--- config.mk ---
export PLATFORM = sky130hd
export DESIGN_NAME = hazard_ctrl
export DESIGN_NICKNAME = d
export VERILOG_FILES = /design/src/rtl/hazard_ctrl.sv
export SDC_FILE = /design/constraint.sdc
export NUM_CORES = 1
export LEC_CHECK = 0
export ABC_CLOCK_PERIOD_IN_PS = 2550
export BUFFER_PORTS_ARGS = -buffer_cell sky130_fd_sc_hd__buf_2
export CAP_MARGIN = 20
export CORE_AREA = 2 2 39 41
export DETAILED_ROUTE_END_ITERATION = 8
export DIE_AREA = 0 0 41 43
export HOLD_SLACK_MARGIN = 0.02
export PLACE_DENSITY = 0.81
export SYNTH_ARGS = -nofsm -noshare
export SYNTH_HDL_FRONTEND = slang
export SYNTH_SLANG_ARGS = --single-unit
--- constraint.sdc ---
create_clock -name clk -period 2.55 [get_ports clk]
set_input_delay 0.1275 -clock clk [delete_from_list [all_inputs] [get_ports clk]]
set_output_delay 0.1275 -clock clk [all_outputs]
set_load 0.01 [all_outputs]
--- src/rtl/hazard_ctrl.sv ---
// Pipeline stall/flush controller: load-use bubble, branch flush, mul/div EX occupancy, SYSCALL halt.
// All outputs are combinational, so a stall acts in its detection cycle; only the mode and mul/div counter are registered.
module hazard_ctrl #(
   parameter int MUL_LAT = 2,
   parameter int DIV_LAT = 8
) (
   input  logic       clk,
   input  logic       CLR,
   input  logic [4:0] ID_rs,
   input  logic [4:0] ID_rt,
   input  logic       ID_rs_used,
   input  logic       ID_rt_used,
   input  logic       EX_valid,
   input  logic       EX_MemtoReg,
   input  logic       EX_RegWrite,
   input  logic [4:0] EX_WbRegNum,
   input  logic       EX_bj_taken,
   input  logic       EX_mul,
   input  logic       EX_div,
   input  logic       WB_halt,
   input  logic       go,
   output logic       PC_EN,
   output logic       IFID_EN,
   output logic       IDEX_EN,
   output logic       EXMEM_EN,
   output logic       MEMWB_EN,
   output logic       bb_data,
   output logic       bb_bj,
   output logic       EXMEM_bb,
   output logic       md_busy,
   output logic       halted
);

   localparam int MAX_LAT = (MUL_LAT > DIV_LAT) ? MUL_LAT : DIV_LAT;
   localparam int CW      = ($clog2(MAX_LAT) < 1) ? 1 : $clog2(MAX_LAT);

   localparam logic [CW-1:0] MUL_LOAD = CW'((MUL_LAT > 1) ? MUL_LAT - 2 : 0);
   localparam logic [CW-1:0] DIV_LOAD = CW'((DIV_LAT > 1) ? DIV_LAT - 2 : 0);
   localparam logic          MUL_MULTI = (MUL_LAT > 1);
   localparam logic          DIV_MULTI = (DIV_LAT > 1);

   typedef enum logic [1:0] {
      S_RUN  = 2'd0,
      S_MD   = 2'd1,
      S_HALT = 2'd2
   } state_t;

   state_t        state;
   state_t        state_nxt;
   logic [CW-1:0] cnt;
   logic [CW-1:0] cnt_nxt;

   logic load_use;
   logic bj_flush;
   logic md_start;
   logic md_hold;

   // A zero destination never creates a dependency: $zero is hard-wired.
   assign load_use = EX_valid && EX_MemtoReg && EX_RegWrite && (EX_WbRegNum != 5'd0) &&
                     ((ID_rs_used && (ID_rs == EX_WbRegNum)) ||
                      (ID_rt_used && (ID_rt == EX_WbRegNum)));

   assign bj_flush = EX_valid && EX_bj_taken;

   // Divide wins when both opcode flags are set; single-cycle units never stall.
   assign md_start = EX_valid && (EX_div ? DIV_MULTI : (EX_mul && MUL_MULTI));

   assign md_hold = ((state == S_RUN) && md_start) || ((state == S_MD) && (cnt != '0));

   always_ff @(posedge clk or posedge CLR) begin
      if (CLR) begin
         state <= S_RUN;
         cnt   <= '0;
      end else begin
         state <= state_nxt;
         cnt   <= cnt_nxt;
      end
   end

   always_comb begin
      state_nxt = state;
      cnt_nxt   = cnt;
      case (state)
         S_RUN: begin
            if (WB_halt) begin
               state_nxt = S_HALT;
               cnt_nxt   = '0;
            end else if (md_start) begin
               state_nxt = S_MD;
               cnt_nxt   = EX_div ? DIV_LOAD : MUL_LOAD;
            end
         end
         S_MD: begin
            // A halt abandons the in-flight operation so nothing stalls after resume.
            if (WB_halt) begin
               state_nxt = S_HALT;
               cnt_nxt   = '0;
            end else if (cnt != '0) begin
               cnt_nxt = cnt - CW'(1);
            end else begin
               state_nxt = S_RUN;
            end
         end
         S_HALT: begin
            if (go) begin
               state_nxt = S_RUN;
            end
         end
         default: begin
            state_nxt = S_RUN;
            cnt_nxt   = '0;
         end
      endcase
   end

   always_comb begin
      PC_EN    = 1'b1;
      IFID_EN  = 1'b1;
      IDEX_EN  = 1'b1;
      EXMEM_EN = 1'b1;
      MEMWB_EN = 1'b1;
      bb_data  = 1'b0;
      bb_bj    = 1'b0;
      EXMEM_bb = 1'b0;
      md_busy  = 1'b0;
      halted   = 1'b0;
      if (state == S_HALT) begin
         PC_EN    = 1'b0;
         IFID_EN  = 1'b0;
         IDEX_EN  = 1'b0;
         EXMEM_EN = 1'b0;
         MEMWB_EN = 1'b0;
         halted   = 1'b1;
      end else if (WB_halt) begin
         // Let the SYSCALL retire through WB; everything upstream freezes.
         PC_EN    = 1'b0;
         IFID_EN  = 1'b0;
         IDEX_EN  = 1'b0;
         EXMEM_EN = 1'b0;
      end else if (md_hold) begin
         PC_EN    = 1'b0;
         IFID_EN  = 1'b0;
         IDEX_EN  = 1'b0;
         EXMEM_bb = 1'b1;
         md_busy  = 1'b1;
      end else if ((state == S_RUN) && bj_flush) begin
         IFID_EN = 1'b0;
         IDEX_EN = 1'b0;
         bb_bj   = 1'b1;
      end else if ((state == S_RUN) && load_use) begin
         PC_EN   = 1'b0;
         IFID_EN = 1'b0;
         IDEX_EN = 1'b0;
         bb_data = 1'b1;
      end
   end

endmodule

==> qor.yml, run 1 <==
global_route:
  gr-total-overflow: 0
  grt_util_all_layers: 0.182
  grt_pass1_vias: 587
  antenna_found_initial: 0
  grt_max_degree: 14
  grt_pass1_wl_um: 2150
timing:
  maxSlewViolCount: 0
  rsz0062_at_grt: "no"
  fmax_mhz: 505
  fin_crit_sh: 0.777
  fin_crit_ps: 1980
  fin_setup_tns_ps: 0
  fin_skew_ps: 4.60
  slew_headroom: 0.769
  setup_viol: 0
  worst_pin_slew_ps: 346
  hold_viol_final: 0
placed_design:
  place.gp.congestion: 0.695
  dp_hpwl_um: 1150
  place_area_um2: 727
  port_buffers: 36
  dp_cells: 116
power:
  p_clk_frac: 0.247
  leakagePower_nw: 0.387
  p_comb_frac: 0.457
  p_seq_frac: 0.296
  power_density_mw_per_mm2: 480
  swShare: 0.370
  ir_worst_vdd_mv: 0.299
  p_switching_mw: 0.136
  p_int_mw: 0.231
outcome:
  status: "finished clean"
yosys:
  seq_area_frac_synth: 0.229
  syn_area_per_cell_um2: 8.14
  synth-seq-cells: 5
  ys_top_cells_by_area: "dfrtp_1 (23%), xor2_1 (13%), a211o_1 (4.8%), xnor2_1 (4.8%), ha_1 (4.6%)"
  ys_types: 30
  synth_fp_nets: 96
  yosysWarnings: 0
  synth_top_area_share: 0.229
  synthCells: 67
  yosys.area.top_type: "dfrtp_1"
  netlist_area_um2: 546
hold_path:
  hold_path.class: "in -> reg"
  holdPathStages: 2
worst_setup_path:
  endpoint_kind: "output port"
  cp.arrival_ps: 1850
  required_ps: 2420
  reg2reg_depth: 7
  cp_max_fo: 5
  start_kind: "flip-flop"
  crit_type: "reg -> out"
layout:
  fin_nets: 135
  diodes: 0
  area_growth_pct: 39.9
  fin_area_um2: 763
  mostFrequentLayoutCell: "buf_2"
  final_layout_size_suffix_gt1_frac: 0.400
  fin_cells: 121
  mostFrequentLayoutCells: "buf_2 (36), xor2_1 (8), inv_1 (5), dfrtp_1 (5)"
  finish.utilization: 0.552
route:
  drtAntennaViolNets: 0
  viasPerCell: 5.09
  drcViolationCount: 0
  post_drt_wl_per_cell_um: 10.9
  drt_wl_total_um: 1320
  first_pass_iters: 4
  drt_iter0_drc: 15
  via_count: 616
die:
  num_io_pins: 37
  dieArea_mm2: 0.00176
  rows: 14
  die_w_um: 41
  die-height_um: 43
  coreArea_mm2: 0.00138
  start_util: 0.394
clock_network:
  insertion_delay_ps: 240
  cts_tree: "yes"
  path_clk_slew_ps: 40
  cts_resized: 0
  cts_hold_buf: 1
  post-cts-setup-buffer-count: 0
  cts_num_sinks: 5
  clockRootBuffer: "clkbuf_4"
  cts_buffer_depth: 2
  numCtsBuffers: 3
  htreeDepth: 1
job:
  cap_viol_max_count: 0
[power by group through the flow]
stage          Combinational [mW]  Clock [mW]  Sequential (mW)
5_1_grt                     0.187       0.106            0.111
3_5_place_dp                0.166           0            0.110
6_report                    0.167      0.0907            0.109
3_3_place_gp                0.159           0            0.109
4_1_cts                     0.168      0.0930            0.109
2_1_floorplan               0.114           0            0.103
[stage by stage]
step	total power [mW]	worst slack, ps	hold slack [ps]
floorplan	0.218	838	-94.0
global placement	0.268	816	33.4
detailed placement	0.276	703	39.0
CTS	0.370	561	69.2
global route	0.404	400	68.0
finish	0.367	569	71.1
[synth_stat cells (all sizes together)]
cell / number
buf: 2
nor2: 4
and4: 1
clkinv: 1
or4: 1
nand2: 4
a21oi: 2
nand2b: 2
o32ai: 1
o21ai: 1
o22ai: 2
ha: 2
xnor2: 3
nor4: 3
dfrtp: 5
nor2b: 3
clkbuf: 1
a32oi: 1
a211o: 3
a211oi: 2
nand4: 1
o21a: 2
nand3: 3
inv: 5
or2b: 1
or3: 1
mux2: 1
xor2: 8
nor3b: 1
[state kept, by name (all words and copies together), names as in the netlist]
register / count
cnt: 3
state: 2
[metal layers]
| metal | routed length [um] | track usage | vias up |
|---|---|---|---|
| met2 | 667 | 0.319 | 29 |
| met3 | 131 | 0.0942 | 2 |
| met1 | 511 | 0.177 | 271 |
| met5 | 0 | 0 | - |
| met4 | 7 | 0.0400 | 0 |
| li1 | - | - | 314 |
[worst paths after layout]
check                                    from              endpoint  slack [ps]
setup / recovery           cnt[0]$_DFFE_PP0P_               IDEX_EN         570
hold / removal                             go  state[1]$_DFFE_PP0P_          70
setup reg to reg           cnt[0]$_DFFE_PP0P_    cnt[2]$_DFFE_PP0P_         700
hold reg to reg            cnt[1]$_DFFE_PP0P_    cnt[1]$_DFFE_PP0P_         490
max in group asynchronous                 CLR  state[0]$_DFFE_PP0P_        2030
min in group asynchronous                 CLR    cnt[1]$_DFFE_PP0P_         330
[critical path: stages (launching register included)]
cell and delay [ps]:
dfrtp_1 400, inv_1 110, ha_1 150, nor2b_2 240, o21ai_0 130, a21oi_1 220, nand2_1 100, nor2b_1 130
buf_2 140
[kinds of logic after synthesis]
family / synth area share
DFF: 0.229
buffers and inverters: 0.0757
and+or+nand+nor: 0.266
AOI/OAI and AO/OA: 0.186
xor gates and xnor gates: 0.177
muxes: 0.0206
adders and majority gates: 0.0459
[cell type report]
class	count	area [um2]
multi-input cells	53	379
well taps	16	20.0
inverters	6	22.5
flip-flops and latches	5	125
repair buffers	37	190
fillers	143	621
clock buffers	4	26.3
No activity file was read; power rests on OpenSTA's default activity.
==> run 2, diff against run 1 <==
==> config.mk (replaced) <==
export PLATFORM = sky130hd
export DESIGN_NAME = hazard_ctrl
export DESIGN_NICKNAME = d
export VERILOG_FILES = /design/src/rtl/hazard_ctrl.sv
export SDC_FILE = /design/constraint.sdc
export NUM_CORES = 1
export LEC_CHECK = 0
export ABC_CLOCK_PERIOD_IN_PS = 2100
export BUFFER_PORTS_ARGS = -buffer_cell sky130_fd_sc_hd__buf_2
export CAP_MARGIN = 20
export CORE_MARGIN = 1
export CORE_UTILIZATION = 40
export DETAILED_ROUTE_END_ITERATION = 8
export HOLD_SLACK_MARGIN = 0.02
export PLACE_DENSITY = 0.8
export SYNTH_ARGS = -nofsm -noshare
export SYNTH_HDL_FRONTEND = slang
export SYNTH_SLANG_ARGS = --single-unit
==> constraint.sdc (replaced) <==
create_clock -name clk -period 2.1 [get_ports clk]
set_input_delay 0.105 -clock clk [delete_from_list [all_inputs] [get_ports clk]]
set_output_delay 0.105 -clock clk [all_outputs]
set_load 0.01 [all_outputs]
==> qor.yml, run 2 (synthesized netlist as in run 1, its figures left out) <==
clock_network:
  path_clk_slew_ps: 50
  insertion_delay_ps: 240
  htreeDepth: 1
  cts_num_sinks: 5
  numCtsBuffers: 3
  cts_tree: "yes"
  cts_buffer_depth: 2
  post-cts-setup-buffer-count: 0
  clockRootBuffer: "clkbuf_4"
power:
  power_density_mw_per_mm2: 588
  leakagePower_nw: 0.387
  power_mw: 0.449
  ir_worst_vdd_mv: 0.374
timing:
  slew_headroom: 0.769
  fin_skew_ps: 4.12
  maxSlewViolCount: 0
  hold-worst-slack_ps: 49.6
  fmax_mhz: 521
  hold_viol_final: 0
  fin_crit_ps: 1920
  fin_setup_tns_ps: 0
  setup_viol: 0
  fin_crit_sh: 0.914
  rsz0062_at_grt: "no"
  worst_pin_slew_ps: 343
hold_path:
  hold_path.class: "in -> reg"
route:
  first_pass_iters: 4
  wl_met2_um: 770
  drt_wl_total_um: 1430
  drcViolationCount: 0
  drtAntennaViolNets: 0
  highest_layer: "met3"
  wl_met1_um: 559
  viasPerCell: 5.43
  dr_wl_met3_um: 100
  post_drt_wl_per_cell_um: 12.0
  drt_iter0_drc: 19
  via_count: 646
placed_design:
  place.gp.congestion: 0.778
  dp_hpwl_um: 1160
  place_area_um2: 724
  port_buffers: 36
  dp_cells: 114
worst_setup_path:
  r2r_end: "cnt[2]$_DFFE_PP0P_"
  start_kind: "flip-flop"
  rr_startpoint: "cnt[0]$_DFFE_PP0P_"
  reg2reg_depth: 7
  crit_start: "cnt[0]$_DFFE_PP0P_"
  cp_max_fo: 5
  crit_path_end: "IDEX_EN"
  crit_type: "reg -> out"
  cp.arrival_ps: 1810
  required_ps: 2000
  reg2reg_slack_ps: 300
  endpoint_kind: "output port"
die:
  dieArea_mm2: 0.00152
  coreArea_mm2: 0.00119
  die_w_um: 38.9
  start_util: 0.460
  rows: 12
  num_io_pins: 37
  die-height_um: 38.9
layout:
  diodes: 0
  fin_nets: 135
  mostFrequentLayoutCell: "buf_2"
  largest_reg_flops: 3
  fin_cells: 119
  area_growth_pct: 40.1
  mostFrequentLayoutCells: "buf_2 (36), xor2_1 (8), inv_1 (5), dfrtp_1 (5)"
  final_layout_size_suffix_gt1_frac: 0.410
  fin_area_um2: 764
  regMostFlops: "cnt"
  fillers: 105
  largest_registers: "cnt x3, state x2"
global_route:
  gr-total-overflow: 0
  grt_max_degree: 14
  grt_util_all_layers: 0.201
  grt_pass1_vias: 527
  grt_pass1_wl_um: 2070
  antenna_found_initial: 0
job:
  cap_viol_max_count: 0
outcome:
  status: "finished clean"
[run 2: changes by cell type in the layout (fill, tap and decap cells not counted)]
cell and change:
a21oi_2 +1, a21oi_1 -1
[run 2: metrics by stage]
stage	utilization	setup WS (ps)
2_1_floorplan	-	401
3_3_place_gp	0.611	364
3_5_place_dp	0.611	315
4_1_cts	0.641	131
5_1_grt	0.645	46.1
6_report	0.645	180
[run 2: worst min-delay path by stage]
stage	from	end	slack, ps	cells after the start
2_1_floorplan	CLR	cnt[0]$_DFFE_PP0P_	-120	1
3_3_place_gp	CLR	cnt[0]$_DFFE_PP0P_	10	2
3_5_place_dp	CLR	cnt[0]$_DFFE_PP0P_	10	2
4_1_cts	go	state[1]$_DFFE_PP0P_	40	2
5_1_grt	go	state[1]$_DFFE_PP0P_	70	2
6_report	go	state[1]$_DFFE_PP0P_	50	2
[run 2: critical path, cell delays in order (launching register included)]
cell     delay [ps]
dfrtp_1         390
inv_1           100
ha_1            150
nor2b_2         230
o21ai_0         130
a21oi_2         190
nand2_1          90
nor2b_1         140
buf_2           150
[run 2: routing by layer]
layer / track usage / up-vias
li1: - / 315
met1: 0.266 / 306
met2: 0.333 / 25
met3: 0.0173 / 0
met4: 0.0776 / 0
met5: 0 / -
[run 2: area by class of cell]
cell class                 instances  area, um2  area share
multi-input combinational         53        383       0.501
inverter                           6       22.5      0.0295
timing repair buffer              37        190       0.249
tap                               14       17.5      0.0229
sequential                         5        125       0.164
clock buffer                       4       26.3      0.0344
[run 2: power by group]
group	internal [mW]	switching [mW]	total, mW
logic	0.0970	0.110	0.207
registers	0.112	0.0202	0.132
clock network	0.0718	0.0383	0.110
[run 2: timing repair]
item / in CTS / in global routing
gates resized for setup: 0 / 1
endpoints found under the setup margin: 0 / 2
hold buffers: 1 / 0
endpoints found under the hold margin: 5 / 0
==> run 3, diff against run 2 <==
--- a/config.mk
+++ b/config.mk
@@ -7,12 +7,15 @@
 export LEC_CHECK = 0
 export ABC_CLOCK_PERIOD_IN_PS = 2100
 export BUFFER_PORTS_ARGS = -buffer_cell sky130_fd_sc_hd__buf_2
-export CAP_MARGIN = 20
+export CAP_MARGIN = 25
+export CELL_PAD_IN_SITES_DETAIL_PLACEMENT = 1
+export CELL_PAD_IN_SITES_GLOBAL_PLACEMENT = 2
 export CORE_MARGIN = 1
-export CORE_UTILIZATION = 40
+export CORE_UTILIZATION = 20
 export DETAILED_ROUTE_END_ITERATION = 8
 export HOLD_SLACK_MARGIN = 0.02
-export PLACE_DENSITY = 0.8
+export PLACE_DENSITY = 0.78
+export REMOVE_ABC_BUFFERS = 1
 export SYNTH_ARGS = -nofsm -noshare
 export SYNTH_HDL_FRONTEND = slang
 export SYNTH_SLANG_ARGS = --single-unit
==> qor.yml, run 3 (synthesized netlist as in run 1, its figures left out) <==
worst_setup_path:
  slowest_stage: "dfrtp_1"
  cp.arrival_ps: 1810
  start_kind: "flip-flop"
  crit_type: "reg -> out"
  max_stage_delay_ps: 390
  cp_max_fo: 5
  path_buf_inv: 2
  cpLargestDelayFamily: "simple AND/OR/NAND/NOR gates"
  path_cells: "inv_1, ha_1, nor2b_4, o21ai_0, a21oi_2, nand2_1, nor2b_1, buf_2"
  required_ps: 2000
  endpoint_kind: "output port"
die:
  die_w_um: 54.2
  start_util: 0.216
  coreArea_mm2: 0.00252
  rows: 18
  dieArea_mm2: 0.00294
  die-height_um: 54.2
  num_io_pins: 37
clock_network:
  path_clk_slew_ps: 50
  numCtsBuffers: 3
  clockRootBuffer: "clkbuf_4"
  post-cts-setup-buffer-count: 0
  cts_tree: "yes"
  insertion_delay_ps: 240
  cts_num_sinks: 5
  cts_buffer_depth: 2
  htreeDepth: 1
timing:
  fin_skew_ps: 3.07
  fin_crit_ps: 1920
  setup_ws_ps: 180
  maxSlewViolCount: 0
  fin_crit_sh: 0.914
  worst_pin_slew_ps: 362
  hold_viol_final: 0
  fin_setup_tns_ps: 0
  fmax_mhz: 521
  slew_headroom: 0.756
  setup_viol: 0
  hold-worst-slack_ps: 47.7
  rsz0062_at_grt: "no"
placed_design:
  dp_hpwl_um: 1450
  place_area_um2: 744
  place.gp.congestion: 0.764
  dp_slack_ps: 246
  port_buffers: 36
route:
  post_drt_wl_per_cell_um: 12.1
  first_pass_iters: 2
  drcViolationCount: 0
  viasPerCell: 4.63
  drt_wl_total_um: 1640
  drt_iter0_drc: 1
  via_count: 625
  drtAntennaViolNets: 0
layout:
  largest_registers: "cnt x3, state x2"
  mostFrequentLayoutCells: "buf_2 (36), xor2_1 (8), inv_1 (5), dfrtp_1 (5)"
  final_layout_size_suffix_gt1_frac: 0.410
  regMostFlops: "cnt"
  mostFrequentLayoutCell: "buf_2"
  fin_area_um2: 790
  fin_nets: 135
  diodes: 0
  largest_reg_flops: 3
  area_growth_pct: 44.7
power:
  ir_worst_vdd_mv: 0.291
  p_clk_frac: 0.242
  p_seq_frac: 0.288
  leakagePower_nw: 0.395
  p_comb_frac: 0.470
  swShare: 0.379
  p_switching_mw: 0.176
  p_int_mw: 0.288
  power_density_mw_per_mm2: 588
global_route:
  gr-total-overflow: 0
  grt_max_degree: 14
  grt_pass1_vias: 536
  grt_pass1_wl_um: 2330
  grt_util_all_layers: 0.112
  antenna_found_initial: 0
outcome:
  status: "finished clean"
hold_path:
  hold_path.class: "in -> reg"
job:
  cap_viol_max_count: 0
## run 3: path summary, 6_finish.rpt
path,to,depth (start not counted),slack (ps),from
worst min register to register,cnt[1]$_DFFE_PP0P_,1,490,cnt[1]$_DFFE_PP0P_
worst max register to register,cnt[2]$_DFFE_PP0P_,7,280,cnt[0]$_DFFE_PP0P_
min in group asynchronous,state[1]$_DFFE_PP0P_,3,310,CLR
worst min-delay path,state[1]$_DFFE_PP0P_,2,50,go
worst max-delay path,IFID_EN,8,180,cnt[0]$_DFFE_PP0P_
max in group asynchronous,cnt[1]$_DFFE_PP0P_,3,1610,CLR
## run 3: power groups by stage
| stage | Combinational [mW] | Sequential [mW] | Clock (mW) |
|---|---|---|---|
| global placement | 0.204 | 0.134 | 0 |
| detailed placement | 0.209 | 0.134 | 0 |
| finish | 0.218 | 0.134 | 0.112 |
| floorplan | 0.129 | 0.128 | 0 |
| CTS | 0.213 | 0.132 | 0.118 |
| global route | 0.238 | 0.137 | 0.130 |
## run 3: per-stage QoR
stage	total power, mW	utilization	cells
after floorplan	0.257	-	64
after global placement	0.337	0.295	130
after detailed placement	0.343	0.295	130
after CTS	0.463	0.310	135
after global routing	0.505	0.313	135
final	0.464	0.313	135
## run 3: timing repair
action / CTS / global route
resized for setup: 0 / 2
hold buffers: 1 / 0
setup endpoints to repair: 0 / 3
endpoints found under the hold margin: 5 / 0
## run 3: area by class of cell
class | count | area, um2
clock buffer | 4 | 26.3
fill | 320 | 1730
inverter | 6 | 22.5
multi-input combinational | 53 | 388
sequential | 5 | 125
tap | 30 | 37.5
timing repair buffer | 37 | 190
## run 3: metal layers
layer,vias to the layer above,GRT usage,share of wire
met4,0,0.0385,0.0079
met5,-,0,0
met3,2,0.0250,0.029
li1,316,-,-
met2,12,0.163,0.52
met1,295,0.161,0.44
## run 3: worst register-to-register path: stages, from the launching register on
cell and delay (ps):
dfrtp_1 370, inv_1 90, ha_1 200, nor2b_4 140
and4_4 190, a211o_1 320, o32ai_1 300, a211o_1 140
